[src/rtl/pc_next_unit_pkg.sv]
// Shared definitions for the PC stage: reset/trap defaults, next-PC source
// select encoding, stage state encoding and a small alignment helper.
package pc_next_unit_pkg;

  localparam logic [31:0] DEF_RESET_PC   = 32'h0000_0000;
  localparam logic [31:0] DEF_EXC_VECTOR = 32'h0000_0080;

  typedef enum logic [1:0] {
    SEL_SEQ = 2'd0,
    SEL_BR  = 2'd1,
    SEL_J   = 2'd2,
    SEL_JR  = 2'd3
  } sel_e;

  typedef enum logic {
    ST_RUN  = 1'b0,
    ST_HOLD = 1'b1
  } state_e;

  // A fetch address is legal only when word aligned.
  function automatic logic is_misaligned(input logic [1:0] addr_lo);
    return addr_lo != 2'b00;
  endfunction

endpackage

[src/rtl/pc_next_unit_next_pc_mux.sv]
// Combinational next-PC selection: builds the four candidate targets from the
// current pc and picks one by priority jr > jump > branch > sequential.
module next_pc_mux
  import pc_next_unit_pkg::*;
(
  input  logic [31:0] i_pc,
  input  logic        i_branch_taken,
  input  logic [31:0] i_branch_offset,
  input  logic        i_jump,
  input  logic [27:0] i_jump_low,
  input  logic        i_jr,
  input  logic [31:0] i_jr_addr,
  output logic [31:0] o_pc_plus4,
  output logic [31:0] o_target,
  output logic        o_redirect,
  output logic        o_misaligned
);

  logic [31:0] w_seq;
  logic [31:0] w_br;
  logic [31:0] w_jmp;
  logic [31:0] w_jra;
  sel_e        w_sel;

  assign w_seq = i_pc + 32'd4;
  assign w_br  = w_seq + i_branch_offset;
  assign w_jmp = {w_seq[31:28], i_jump_low};
  assign w_jra = i_jr_addr;

  // Resolve which source wins when several requests coincide.
  always_comb begin
    w_sel = SEL_SEQ;
    if (i_jr)                w_sel = SEL_JR;
    else if (i_jump)         w_sel = SEL_J;
    else if (i_branch_taken) w_sel = SEL_BR;
  end

  // Route the winning candidate to the target output.
  always_comb begin
    o_target = w_seq;
    unique case (w_sel)
      SEL_SEQ: o_target = w_seq;
      SEL_BR:  o_target = w_br;
      SEL_J:   o_target = w_jmp;
      SEL_JR:  o_target = w_jra;
    endcase
  end

  assign o_pc_plus4   = w_seq;
  assign o_redirect   = (w_sel != SEL_SEQ);
  assign o_misaligned = o_redirect && is_misaligned(o_target[1:0]);

endmodule

[src/rtl/pc_next_unit.sv]
// Program-counter stage: holds the architectural pc, buffers redirects that
// arrive while fetch is stalled, and traps misaligned targets to a vector.
module pc_next_unit
  import pc_next_unit_pkg::*;
#(
  parameter logic [31:0] RESET_PC   = DEF_RESET_PC,
  parameter logic [31:0] EXC_VECTOR = DEF_EXC_VECTOR
) (
  input  logic        clk,
  input  logic        rst,
  input  logic        stall,
  input  logic        branch_taken,
  input  logic [31:0] branch_offset,
  input  logic        jump,
  input  logic [27:0] jump_low,
  input  logic        jr,
  input  logic [31:0] jr_addr,
  output logic [31:0] pc,
  output logic [31:0] pc_plus4,
  output logic        redirect_pending,
  output logic        misalign_err,
  output logic [31:0] bad_addr
);

  state_e      r_state;
  logic [31:0] r_pc;
  logic [31:0] r_pend;
  logic [31:0] r_bad;
  logic        r_err;

  logic [31:0] w_target;
  logic        w_redirect;
  logic        w_misaligned;
  logic [31:0] w_commit;
  logic        w_commit_trap;

  next_pc_mux u_mux (
    .i_pc            (r_pc),
    .i_branch_taken  (branch_taken),
    .i_branch_offset (branch_offset),
    .i_jump          (jump),
    .i_jump_low      (jump_low),
    .i_jr            (jr),
    .i_jr_addr       (jr_addr),
    .o_pc_plus4      (pc_plus4),
    .o_target        (w_target),
    .o_redirect      (w_redirect),
    .o_misaligned    (w_misaligned)
  );

  // Address committed on an unstalled edge: a fresh redirect beats the
  // buffered one; the buffered target is re-checked for alignment here so a
  // trap captured under stall fires only on release.
  always_comb begin
    w_commit      = w_target;
    w_commit_trap = w_misaligned;
    if (r_state == ST_HOLD && !w_redirect) begin
      w_commit      = r_pend;
      w_commit_trap = is_misaligned(r_pend[1:0]);
    end
  end

  // Stage FSM with pc, pending target, trap address and trap pulse registers.
  always_ff @(posedge clk or posedge rst) begin
    if (rst) begin
      r_state <= ST_RUN;
      r_pc    <= RESET_PC;
      r_pend  <= '0;
      r_bad   <= '0;
      r_err   <= 1'b0;
    end else begin
      r_err <= 1'b0;
      unique case (r_state)
        ST_RUN: begin
          if (!stall) begin
            if (w_commit_trap) begin
              r_pc  <= EXC_VECTOR;
              r_bad <= w_commit;
              r_err <= 1'b1;
            end else begin
              r_pc <= w_commit;
            end
          end else if (w_redirect) begin
            r_pend  <= w_target;
            r_state <= ST_HOLD;
          end
        end
        ST_HOLD: begin
          if (stall) begin
            if (w_redirect) r_pend <= w_target;
          end else begin
            r_state <= ST_RUN;
            if (w_commit_trap) begin
              r_pc  <= EXC_VECTOR;
              r_bad <= w_commit;
              r_err <= 1'b1;
            end else begin
              r_pc <= w_commit;
            end
          end
        end
      endcase
    end
  end

  assign pc               = r_pc;
  assign redirect_pending = (r_state == ST_HOLD);
  assign misalign_err     = r_err;
  assign bad_addr         = r_bad;

endmodule

[config.mk]
export PLATFORM = sky130hd
export DESIGN_NAME = pc_next_unit
export DESIGN_NICKNAME = d
export VERILOG_FILES = /design/src/rtl/pc_next_unit_pkg.sv /design/src/rtl/pc_next_unit_next_pc_mux.sv /design/src/rtl/pc_next_unit.sv
export SDC_FILE = /design/constraint.sdc
export NUM_CORES = 1
export LEC_CHECK = 0
export BUFFER_PORTS_ARGS = -buffer_cell sky130_fd_sc_hd__buf_4
export CORE_AREA = 2 2 125 127
export CTS_CLUSTER_DIAMETER = 40
export DETAILED_ROUTE_END_ITERATION = 12
export DIE_AREA = 0 0 127 129
export PLACE_DENSITY = 0.83
export SYNTH_ARGS = -nofsm -noshare
export SYNTH_HDL_FRONTEND = slang
export SYNTH_HIERARCHICAL = 1
export SYNTH_SLANG_ARGS = --single-unit
[constraint.sdc]
create_clock -name clk -period 11.2 [get_ports clk]
set_input_delay 2.8 -clock clk [delete_from_list [all_inputs] [get_ports clk]]
set_output_delay 2.8 -clock clk [all_outputs]
set_load 0.02 [all_outputs]
After elaboration in Yosys (flattened, before gate mapping)
Index checks and enable logic that the tools add are counted.
W data, S select, Z words.
Storage, ports and cells
  logic and storage cells: 39
  memories kept: 0
  ROM bits: 0
  bits in writable memories: 0
  bits of input ports: 98
  output and inout bits: 98
  bits in latches: 0
  register bits: 98
Operators by class
  order comparisons: 0
  add/subtract/negate cells: 2
  multiply operators: 0
  divide/modulo/power cells: 0
  mux-type cells: 18
  shifts and indexed selects: 0
  equality and inequality tests: 3
  reductions and logical operators: 9
  bitwise logic cells: 2
Operator list (count)
  $mux W32: 7
  $pmux W32 S4: 1
  $add A32 B3 Y32 const B: 1
  $add A32 B32 Y32: 1
  $mux W1: 7
  $reduce_bool A2 Y1: 3
  $eq A2 B2 Y1 const B: 2
  $mux W2: 2
  $reduce_and A2 Y1: 2
  $eq A2 B1 Y1 const B: 1
  $logic_and A1 B1 Y1: 2
  $logic_not A2 Y1: 1
  $not A1 Y1: 2
  $pmux W1 S2: 1
  $logic_not A1 Y1: 1

Logic depth before layout (Yosys ltp)
Gate-level depths: netlist of run 1.
  depth in word-level cells: 10
  gate-level depth with buffers: 19
  gate-level depth less buffers: 17

Cells and area by module
Netlist of run 1, hierarchy kept.
Modules (own cells, without submodules)
  pc_next_unit: area an instance 4077.7 um^2, sequential area each 2452.4 um^2, cells an instance 339, times used 1
  next_pc_mux: area an instance 3054.2 um^2, sequential area each 0.0 um^2, cells an instance 458, times used 1

Worst setup path before layout of run 1
No wires, ideal clock.
  path kind: in2reg
  from: input port branch_offset[0]
  to: register r_pc[28] (netlist: pc[28])
  cell stages on the path: 11
  path buffers: 0
  required time: 11074 ps
  arrival time: 5365 ps
  setup slack: 5709 ps
  library setup time: 126 ps
  cells stage by stage: ha_1 -> fa_1 -> a21o_1 -> a311o_1 -> nand2_1 -> o221a_2 -> or3_1 -> nand3_1 -> a311o_1 -> a21o_1 -> a221o_1
On the way
  elaborated cells between the ends (all ways): 8
RTL lines
  start, declared: line pc_next_unit.sv:13  | input logic [31:0] branch_offset,
  $add A32 B32 Y32: line pc_next_unit_next_pc_mux.sv:26  | assign w_br = w_seq + i_branch_offset;
  $pmux W32 S4: line pc_next_unit_next_pc_mux.sv:41  | unique case (w_sel)
  via w_target[28]: line pc_next_unit.sv:31  | logic [31:0] w_target;
  $mux W32: line pc_next_unit.sv:57  | if (r_state == ST_HOLD && !w_redirect) begin
  $mux W32: line pc_next_unit.sv:76, pc_next_unit.sv:93
  $mux W32: line pc_next_unit.sv:75, pc_next_unit.sv:89
  end signal, assigned: line pc_next_unit.sv:81  | r_pc <= w_commit;
  end signal, assigned: line pc_next_unit.sv:98  | r_pc <= w_commit;
  end, declared: line pc_next_unit.sv:26  | logic [31:0] r_pc;
The timed path passes the listed nets, and every way through them passes these cells. The select of a mux whose other input is x is not followed.
A chain may end at the register's enable or synchronous reset.

Final worst setup path of run 1
  from: input port jr
  to: register r_bad[21] (netlist: bad_addr[21])
On the way
  cells in the longest elaborated chain, start to end: 7
  elaborated cells between the ends (all ways): 16
Ends and longest elaborated chain
  start, declared: line pc_next_unit.sv:16  | input logic jr,
  $mux W2 *: line pc_next_unit_next_pc_mux.sv:33  | if (i_jr) w_sel = SEL_JR;
  $reduce_bool A2 Y1 *: line pc_next_unit_next_pc_mux.sv:50  | assign o_redirect = (w_sel != SEL_SEQ);
  via w_redirect: line pc_next_unit.sv:32  | logic w_redirect;
  $logic_not A1 Y1: line pc_next_unit.sv:57
  $logic_and A1 B1 Y1: line pc_next_unit.sv:57
  $mux W32: line pc_next_unit.sv:57
  $mux W32: line pc_next_unit.sv:76, pc_next_unit.sv:93
  $mux W32: line pc_next_unit.sv:75, pc_next_unit.sv:89
  end signal, assigned: line pc_next_unit.sv:78  | r_bad <= w_commit;
  end signal, assigned: line pc_next_unit.sv:95  | r_bad <= w_commit;
  end, declared: line pc_next_unit.sv:28  | logic [31:0] r_bad;
The timed path passes the listed nets; every way through them passes the cells marked *. The select of a mux whose other input is x is not followed.

==> results of run 1 <==
## critical path, cell delays in order
cell and delay, ns:
buf_4 0.24, nor3_1 0.75, clkinv_1 0.84, nor3b_4 1.06, o21ai_4 0.09, buf_4 0.35, o22ai_1 0.28, a21oi_1 0.06
## metrics by stage
step                std cells  hold slack [ns]   util  area, um^2  total power, W
floorplan                 797            0.472      -        7130        0.000791
global placement         1134            0.508  0.577        8640        0.000982
detailed placement       1134            0.517  0.577        8640        0.000991
CTS                      1150            0.532  0.600        8990         0.00135
global route             1151            0.560  0.601        9000         0.00142
finish                   1151            0.531  0.601        9000         0.00136
## cell type report
type	count	share of cell area
well taps	188	0.0261
repair buffers	200	0.167
flip-flops and latches	98	0.272
clock buffers	12	0.0285
multi-input cells	630	0.487
inverters	19	0.00820
clock inverters	4	0.0108
## state kept, by name (all words and copies together), names as in the netlist
signal,cells
bad_addr,32
misalign_err,1
pc,32
r_pend,32
redirect_pending,1
## per-layer routing
metal,routed length [um],vias to the layer above,global-route usage
met2,10700,367,0.435
li1,-,3361,-
met5,0,-,0
met3,2380,41,0.0536
met1,9850,3489,0.393
met4,524,0,0.0937
## cell usage in the layout, fill, tap and decap left out, types with 4 or more instances in the layout
master,count
buf_4,200
dfrtp_1,98
a21oi_1,75
nor2_1,72
nand2_1,52
o22ai_1,47
and3_1,37
ha_1,36
mux2_2,31
a221o_1,30
xnor2_1,29
o21ai_0,28
a21o_1,21
nand3_1,20
inv_1,17
xor2_1,17
nand4_1,15
clkbuf_16,9
a222oi_1,7
o221ai_1,7
a22oi_1,7
and2_1,6
a31oi_1,6
o21bai_1,6
or3_1,5
nor3_1,4
o21a_1,4
nand2b_1,4
o21ai_1,4
## cells by family (layout without fill, tap and decap cells)
| family | count (synthesis) | count (layout) | synth area share |
|---|---|---|---|
| XOR/XNOR | 47 | 47 | 0.0588 |
| AO/OA/AOI/OAI | 275 | 275 | 0.265 |
| buffers and inverters | 69 | 235 | 0.0426 |
| flip-flops | 98 | 98 | 0.344 |
| AND/OR/NAND/NOR | 239 | 239 | 0.173 |
| multiplexers | 32 | 32 | 0.0505 |
| adder cells (fa/ha/maj) | 37 | 37 | 0.0660 |
## worst paths after layout
check / start / end / slack, ns / depth (start not counted)
min reg2reg: r_pend[9]$_DFFE_PP0P_ / r_pend[9]$_DFFE_PP0P_ / 0.53 / 1
max: jr / bad_addr[21]$_DFFE_PP0P_ / 4.92 / 8
max in group asynchronous: rst / pc[10]$_DFFE_PP0N_ / 7.58 / 3
min: r_pend[9]$_DFFE_PP0P_ / r_pend[9]$_DFFE_PP0P_ / 0.53 / 1
max reg2reg: pc[2]$_DFFE_PP0N_ / bad_addr[29]$_DFFE_PP0P_ / 6.52 / 16
min in group asynchronous: rst / bad_addr[27]$_DFFE_PP0P_ / 2.44 / 2
## power breakdown
group,switching (W),internal [W]
Sequential,0.0000642,0.000415
Clock,0.000131,0.000231
Combinational,0.000296,0.000223
Total,0.000490,0.000868
==> results.py, run 1 <==
metrics = {
    "sta": {
        "setup_slack_ns": 4.92,
        "drv_slew": 0,
        "setup_tns_ns": 0,
        "fin_crit_ns": 6.28,
        "rsz0062_at_grt": "false",
        "max_freq_mhz": 159,
        "skew_ns": 0.00697,
        "hold_viol": 0,
        "fin_crit_sh": 0.561,
        "worst_slew_margin_rel": 0.170,
        "setup_viol": 0,
        "worst-slew-pin-transition_ns": 1.24,
    },
    "power": {
        "peakVddDrop_mv": 0.102,
        "cellLeakagePower_nw": 4.36,
        "cellPowerDensity_mw_per_mm2": 151,
    },
    "floorplanning": {
        "die_area_mm2": 0.0164,
        "die_w_um": 127,
        "fp-row-count": 45,
        "core_mm2": 0.0150,
        "start_util": 0.476,
        "fp.dieH_um": 129,
        "pin_count": 196,
    },
    "outcome": {
        "status": "finished, final reports clean",
    },
    "worst_setup_path": {
        "worstPathMaxFanout": 60,
        "critPathKind": "in2reg",
        "required_ns": 11.40,
        "cp-end-kind": "flip-flop",
        "crit_arrival_ns": 6.49,
        "start_kind": "input pin",
    },
    "logic_synthesis": {
        "yosysMostFrequentCell": "dfrtp_1",
        "synth-seq-cells": 98,
        "yosys_warnings": 6,
        "synth.top_cells.by_count": "dfrtp_1 (98), a21oi_1 (75), nor2_1 (72)",
        "postSynthCellCount": 797,
        "syn_avg_cell_area_um2": 8.95,
        "syn-num-nets": 932,
        "synth_edf_count": 0,
        "synth.largest_area_cell": "dfrtp_1",
        "synth_cell_types": 75,
        "synthTopCellsByArea": "dfrtp_1 (34%), ha_1 (6.3%), a21oi_1 (5.3%)",
        "ys_seq_area_frac": 0.344,
        "ys_async_sr_fraction": 1.00,
        "synth_flop_cell": "dfrtp_1",
        "syn-cell-area_mm2": 0.00713,
        "netlist.area_leader.share": 0.344,
    },
    "clock_network": {
        "clk_pin_slew_ns": 0.06,
        "cts_buffers": 9,
        "post_cts_resized": 0,
        "numClockSinks": 98,
        "holdBufCountCts": 0,
        "cts-htree-levels": 3,
        "post_cts.repair.setup_buffers": 0,
        "cts-root-buf": "clkbuf_16",
        "clk_latency_ns": 0.34,
        "clock_path_buffers": 2,
        "cts_tree": "built",
    },
    "route": {
        "dr.pass1.iters": 7,
        "postRouteAntennaNets": 0,
        "vias": 7258,
        "wl_per_cell_um": 20.4,
        "routed_via_density": 6.31,
        "drtIter0Drc": 905,
        "route.detailed.drc": 0,
        "routed_wirelength_mm": 23.5,
    },
    "layout": {
        "nNetsFinal": 1093,
        "drive_above_1_share": 0.276,
        "nFillCells": 1310,
        "seq_area_mm2": 0.00245,
        "n_antenna_cell": 0,
        "syn2layout_area_growth_pct": 26.2,
        "multi_input_area_mm2": 0.00438,
    },
    "hold_path": {
        "hp-class": "reg2reg",
    },
    "global_route": {
        "grt.total_usage": 0.279,
        "grt_pass1_wl_mm": 35.8,
        "antenna_found_initial": 0,
        "grt_max_degree": 68,
        "first_global_vias": 6641,
        "grt.overflow.total": 0,
    },
    "run": {
        "cap_violations": 0,
    },
    "place": {
        "gp_congestion": 0.979,
        "hpwlAfterDp_mm": 18.2,
        "io_buffers": 195,
        "pre_cts_ws_ns": 4.71,
    },
}
Note: power is estimated with default switching activity, not from simulation.
==> run 2, diff against run 1 <==
--- a/config.mk
+++ b/config.mk
@@ -5,12 +5,13 @@
 export SDC_FILE = /design/constraint.sdc
 export NUM_CORES = 1
 export LEC_CHECK = 0
+export ABC_AREA = 1
 export BUFFER_PORTS_ARGS = -buffer_cell sky130_fd_sc_hd__buf_4
-export CORE_AREA = 2 2 125 127
+export CORE_AREA = 2 2 136 138
 export CTS_CLUSTER_DIAMETER = 40
 export DETAILED_ROUTE_END_ITERATION = 12
-export DIE_AREA = 0 0 127 129
-export PLACE_DENSITY = 0.83
+export DIE_AREA = 0 0 138 140
+export PLACE_DENSITY = 0.8
 export SYNTH_ARGS = -nofsm -noshare
 export SYNTH_HDL_FRONTEND = slang
 export SYNTH_HIERARCHICAL = 1
==> constraint.sdc (replaced) <==
create_clock -name clk -period 5.9 [get_ports clk]
set_input_delay 1.475 -clock clk [delete_from_list [all_inputs] [get_ports clk]]
set_output_delay 1.475 -clock clk [all_outputs]
set_load 0.02 [all_outputs]
==> run 2 against run 1 <==
Non-clock buffer count increased by 1. Global-route usage rose by 0.68 points. Clock-buffer cell count is the same. Largest power group unchanged. Highest routed layer unchanged.
==> results.py, run 2 <==
metrics = {
    "power": {
        "p_clk_frac": 0.241,
        "peakVddDrop_mv": 0.206,
        "swShare": 0.392,
        "p_switching_w": 0.000991,
        "cellLeakagePower_nw": 5.84,
        "total_power_w": 0.00253,
        "p_int_w": 0.00154,
        "cellPowerDensity_mw_per_mm2": 247,
        "pwr-share-seq": 0.355,
        "comb_power_share": 0.404,
    },
    "logic_synthesis": {
        "ys_seq_area_frac": 0.292,
        "ys_async_sr_fraction": 1.00,
        "synth.largest_area_cell": "dfrtp_1",
        "syn-num-nets": 1452,
        "syn-cell-area_mm2": 0.00840,
        "syn_avg_cell_area_um2": 6.38,
        "synth.top_cells.by_count": "nand2_1 (532), nand3_1 (174), inv_1 (156)",
        "synth_cell_types": 39,
        "yosysMostFrequentCell": "nand2_1",
        "synth_flop_cell": "dfrtp_1",
        "synthTopCellsByArea": "dfrtp_1 (29%), nand2_1 (24%), nand3_1 (10%)",
        "yosys_warnings": 6,
        "synth-seq-cells": 98,
        "netlist.area_leader.share": 0.292,
        "synth_edf_count": 0,
        "postSynthCellCount": 1317,
    },
    "route": {
        "wl_per_cell_um": 16.6,
        "postRouteAntennaNets": 0,
        "vias": 9296,
        "drtIter0Drc": 963,
        "routed_wirelength_mm": 28.5,
        "route.detailed.drc": 0,
        "routed_via_density": 5.42,
        "dr.pass1.iters": 8,
    },
    "place": {
        "detailed_place.area_mm2": 0.00993,
        "io_buffers": 195,
        "pre_cts_ws_ns": 1.16,
        "gp_congestion": 1.03,
        "hpwlAfterDp_mm": 21.9,
    },
    "worst_setup_path": {
        "cp-end-kind": "flip-flop",
        "critPathKind": "in2reg",
        "worstPathMaxFanout": 35,
        "crit_arrival_ns": 4.82,
        "start_kind": "input pin",
        "required_ns": 6.18,
    },
    "global_route": {
        "grt.total_usage": 0.286,
        "grt_pass1_wl_mm": 44.5,
        "antenna_found_initial": 0,
        "first_global_vias": 8641,
        "grt_max_degree": 69,
        "grt.overflow.total": 0,
    },
    "sta": {
        "setup_slack_ns": 1.36,
        "drv_slew": 0,
        "max_freq_mhz": 220,
        "worst_slew_margin_rel": 0.406,
        "holdWs_ns": 0.473,
        "fin_crit_sh": 0.769,
        "worst-slew-pin-transition_ns": 0.887,
        "fin_crit_ns": 4.54,
        "skew_ns": 0.00533,
        "setup_viol": 0,
        "setup_tns_ns": 0,
        "hold_viol": 0,
        "rsz0062_at_grt": "false",
    },
    "floorplanning": {
        "die_w_um": 138,
        "core_mm2": 0.0178,
        "fp.dieH_um": 140,
        "pin_count": 196,
        "fp-row-count": 49,
        "die_area_mm2": 0.0193,
        "start_util": 0.473,
    },
    "clock_network": {
        "numClockSinks": 98,
        "cts_tree": "built",
        "cts_buffers": 9,
        "holdBufCountCts": 0,
        "clk_latency_ns": 0.35,
        "cts-root-buf": "clkbuf_16",
        "post_cts_resized": 0,
        "clock_path_buffers": 2,
        "post_cts.repair.setup_buffers": 0,
        "cts-htree-levels": 3,
        "clk_pin_slew_ns": 0.07,
    },
    "outcome": {
        "status": "finished, final reports clean",
    },
    "hold_path": {
        "hp-class": "reg2reg",
    },
    "run": {
        "cap_violations": 0,
    },
    "layout": {
        "layout_common_cells": "nand2_1 (532), buf_4 (201), nand3_1 (174)",
        "syn2layout_area_growth_pct": 21.9,
        "nNetsFinal": 1617,
        "final_common_cell": "nand2_1",
        "drive_above_1_share": 0.188,
        "finish.instance_area_mm2": 0.0102,
        "n_antenna_cell": 0,
    },
}
-- run 2: final cells by class --
class                      count  area, um^2
clock buffer                  12         267
clock inverter                 4        48.8
fill                        1742        7530
inverter                     161         606
multi-input combinational   1011        5080
sequential                    98        2450
tap                          229         287
timing repair buffer         201        1510
-- run 2: cell families (layout without fill, tap and decap cells) --
group	after synthesis	count (layout)	synth area share
AND/OR/NAND/NOR	854	854	0.437
buffers and inverters	208	378	0.104
flip-flops	98	98	0.292
AO/OA/AOI/OAI	77	77	0.0576
adder cells (fa/ha/maj)	37	37	0.0560
multiplexers	29	29	0.0389
XOR/XNOR	14	14	0.0146
-- run 2: power groups by stage --
| stage | clock, W | combinational, W | sequential (W) |
|---|---|---|---|
| 3_3_place_gp | 0 | 0.000994 | 0.000902 |
| 3_5_place_dp | 0 | 0.00101 | 0.000902 |
| 2_1_floorplan | 0 | 0.000560 | 0.000962 |
| 6_report | 0.000609 | 0.00102 | 0.000897 |
| 5_1_grt | 0.000647 | 0.00112 | 0.000908 |
| 4_1_cts | 0.000619 | 0.00102 | 0.000892 |
-- run 2: path summary, 6_finish.rpt --
check                           cells after the start  slack, ns                     start                  endpoint
worst max-delay path                               13       1.36                        jr        pc[19]$_DFFE_PP0N_
worst min-delay path                                2       0.47  bad_addr[12]$_DFFE_PP0P_  bad_addr[12]$_DFFE_PP0P_
worst max register to register                     21       1.94         pc[2]$_DFFE_PP0N_        pc[30]$_DFFE_PP0N_
worst min register to register                      2       0.47  bad_addr[12]$_DFFE_PP0P_  bad_addr[12]$_DFFE_PP0P_
max in group asynchronous                           3       3.50                       rst        pc[31]$_DFFE_PP0N_
min in group asynchronous                           2       1.16                       rst     r_pend[3]$_DFFE_PP0P_
-- run 2: metrics by stage --
| stage | utilization | cells |
|---|---|---|
| after floorplan | - | 1317 |
| after global placement | 0.559 | 1700 |
| after detailed placement | 0.559 | 1700 |
| after CTS | 0.576 | 1716 |
| after global routing | 0.576 | 1716 |
| final | 0.576 | 1716 |
-- run 2: worst max-delay path, cell delays in order --
cell and delay (ns):
buf_4 0.34, nor2_1 0.10, nand2_1 0.37, inv_1 0.51, a22o_1 0.33, a211oi_1 0.26
a21oi_1 0.18, inv_1 0.09, nand2_1 0.05, nand2_1 0.60, buf_4 0.30, nand3_1 0.08
nand2_1 0.11
-- run 2: layer usage --
metal	share of wire	vias to the layer above	global-route usage
met4	0.036	0	0.108
met2	0.46	487	0.470
li1	-	4526	-
met1	0.41	4226	0.377
met5	0	-	0
met3	0.099	57	0.0523
==> run 3, diff against run 2 <==
--- a/config.mk
+++ b/config.mk
@@ -11,7 +11,7 @@
 export CTS_CLUSTER_DIAMETER = 40
 export DETAILED_ROUTE_END_ITERATION = 12
 export DIE_AREA = 0 0 138 140
-export PLACE_DENSITY = 0.8
+export PLACE_DENSITY = 0.83
 export SYNTH_ARGS = -nofsm -noshare
 export SYNTH_HDL_FRONTEND = slang
 export SYNTH_HIERARCHICAL = 1
==> constraint.sdc (replaced) <==
create_clock -name clk -period 4.1 [get_ports clk]
set_input_delay 1.025 -clock clk [delete_from_list [all_inputs] [get_ports clk]]
set_output_delay 1.025 -clock clk [all_outputs]
set_load 0.02 [all_outputs]
==> run 3 against run 2 <==
Die area unchanged. First-iteration DRC count down 14%. Combinational power rose by 48%. Critical path depth grew 8. Global-route usage up 1.8 points.
==> results.py, run 3 (synthesis results as in run 2) <==
metrics = {
    "power": {
        "swShare": 0.403,
        "cellPowerDensity_mw_per_mm2": 349,
        "comb_power_share": 0.420,
        "p_switching_w": 0.00145,
        "cellLeakagePower_nw": 5.88,
        "p_clk_frac": 0.225,
        "pwr-share-seq": 0.356,
        "p_int_w": 0.00215,
        "peakVddDrop_mv": 0.256,
        "total_power_w": 0.00359,
    },
    "clock_network": {
        "clock_path_buffers": 2,
        "cts_buffers": 9,
        "cts-htree-levels": 3,
        "cts-root-buf": "clkbuf_16",
        "cts_tree": "built",
        "clk_latency_ns": 0.35,
        "holdBufCountCts": 0,
        "numClockSinks": 98,
        "post_cts.repair.setup_buffers": 0,
        "clk_pin_slew_ns": 0.07,
    },
    "layout": {
        "syn2layout_area_growth_pct": 22.6,
        "seq_area_mm2": 0.00245,
        "n_antenna_cell": 0,
        "final_common_cell": "nand2_1",
        "nFillCells": 1762,
        "multi_input_area_mm2": 0.00508,
        "final_util": 0.579,
        "drive_above_1_share": 0.194,
        "layout.cells.non_filler": 1727,
        "nNetsFinal": 1628,
        "layout_common_cells": "nand2_1 (532), buf_4 (212), nand3_1 (174)",
    },
    "sta": {
        "max_freq_mhz": 268,
        "hold_viol": 0,
        "worst_slew_margin_rel": 0.418,
        "fin_crit_ns": 3.74,
        "fin_crit_sh": 0.912,
        "drv_slew": 0,
        "setup_slack_ns": 0.362,
        "worst-slew-pin-transition_ns": 0.870,
        "setup_tns_ns": 0,
        "setup_viol": 0,
        "skew_ns": 0.0103,
        "rsz0062_at_grt": "false",
    },
    "worst_setup_path": {
        "cp-end-kind": "flip-flop",
        "required_ns": 4.33,
        "worstPathMaxFanout": 6,
        "crit_arrival_ns": 3.97,
        "critPathKind": "reg2reg",
        "start_kind": "flip-flop",
    },
    "place": {
        "dp_cells": 1711,
        "io_buffers": 195,
        "gp_congestion": 1.01,
        "pre_cts_ws_ns": 0.364,
        "hpwlAfterDp_mm": 23.6,
    },
    "global_route": {
        "grt.total_usage": 0.304,
        "grt_pass1_wl_mm": 46.8,
        "antenna_found_initial": 0,
        "grt.overflow.total": 0,
        "first_global_vias": 8883,
        "grt_max_degree": 51,
    },
    "floorplanning": {
        "fp-row-count": 49,
        "die_area_mm2": 0.0193,
        "pin_count": 196,
        "start_util": 0.473,
        "core_mm2": 0.0178,
        "fp.dieH_um": 140,
        "die_w_um": 138,
    },
    "route": {
        "drtIter0Drc": 825,
        "routed_via_density": 5.46,
        "vias": 9429,
        "route.detailed.drc": 0,
        "wl_per_cell_um": 17.3,
        "routed_wirelength_mm": 29.9,
        "dr.pass1.iters": 7,
        "postRouteAntennaNets": 0,
    },
    "hold_path": {
        "hp-class": "reg2reg",
    },
    "outcome": {
        "status": "finished, final reports clean",
    },
    "run": {
        "cap_violations": 0,
    },
}
[run 3: worst paths after layout]
| check | from | endpoint | slack [ns] | cells past startpoint |
|---|---|---|---|---|
| max | pc[3]$_DFFE_PP0N_ | bad_addr[26]$_DFFE_PP0P_ | 0.36 | 21 |
| min | bad_addr[18]$_DFFE_PP0P_ | bad_addr[18]$_DFFE_PP0P_ | 0.48 | 2 |
| max reg2reg | pc[3]$_DFFE_PP0N_ | bad_addr[26]$_DFFE_PP0P_ | 0.36 | 21 |
| min reg2reg | bad_addr[18]$_DFFE_PP0P_ | bad_addr[18]$_DFFE_PP0P_ | 0.48 | 2 |
| max in group asynchronous | rst | r_pend[24]$_DFFE_PP0P_ | 2.50 | 3 |
| min in group asynchronous | rst | r_pend[3]$_DFFE_PP0P_ | 0.76 | 2 |
[run 3: final cells by class]
| class | instances | share of cell area |
|---|---|---|
| inverter | 161 | 0.0589 |
| sequential | 98 | 0.238 |
| multi-input combinational | 1011 | 0.493 |
| clock inverter | 4 | 0.00255 |
| timing repair buffer | 212 | 0.154 |
| tap | 229 | 0.0278 |
| clock buffer | 12 | 0.0249 |
[run 3: repair_timing]
action,4_1_cts,5_1_grt
endpoints found under the hold margin,0,0
gates resized for setup,0,1
endpoints found under the setup margin,0,1
[run 3: through the flow]
stage               area [um^2]  hold WS [ns]
global route              10300         0.505
CTS                       10300         0.479
floorplan                  8400         0.475
global placement          10000         0.458
finish                    10300         0.475
detailed placement        10000         0.464
[run 3: worst max-delay path, cell delays in order (launching register included)]
cell	delay (ns)
dfrtp_1	0.41
ha_1	0.19
nand2_1	0.09
nor2_2	0.17
nand4_2	0.22
nor3_4	0.26
nand3_1	0.13
and2_2	0.25
ha_1	0.40
nand2_1	0.12
nor2_1	0.21
nand2_1	0.14
nor3_1	0.15
nand2_1	0.16
nand3_1	0.11
nand2_1	0.05
nand3_1	0.08
nand3_1	0.14
nand2_1	0.10
nand2_1	0.09
nand3_1	0.09
nand2_1	0.07
[run 3: power by group through the flow]
| stage | clock network, W | registers (W) | logic, W |
|---|---|---|---|
| finish | 0.000807 | 0.00128 | 0.00151 |
| global route | 0.000863 | 0.00130 | 0.00165 |
| CTS | 0.000812 | 0.00128 | 0.00150 |
| detailed placement | 0 | 0.00129 | 0.00150 |
| global placement | 0 | 0.00129 | 0.00148 |
| floorplan | 0 | 0.00138 | 0.000806 |
[run 3: metal layers]
metal | GRT usage | share of wire
met1 | 0.393 | 0.41
met2 | 0.497 | 0.46
met3 | 0.0574 | 0.088
met4 | 0.134 | 0.046
met5 | 0 | 0
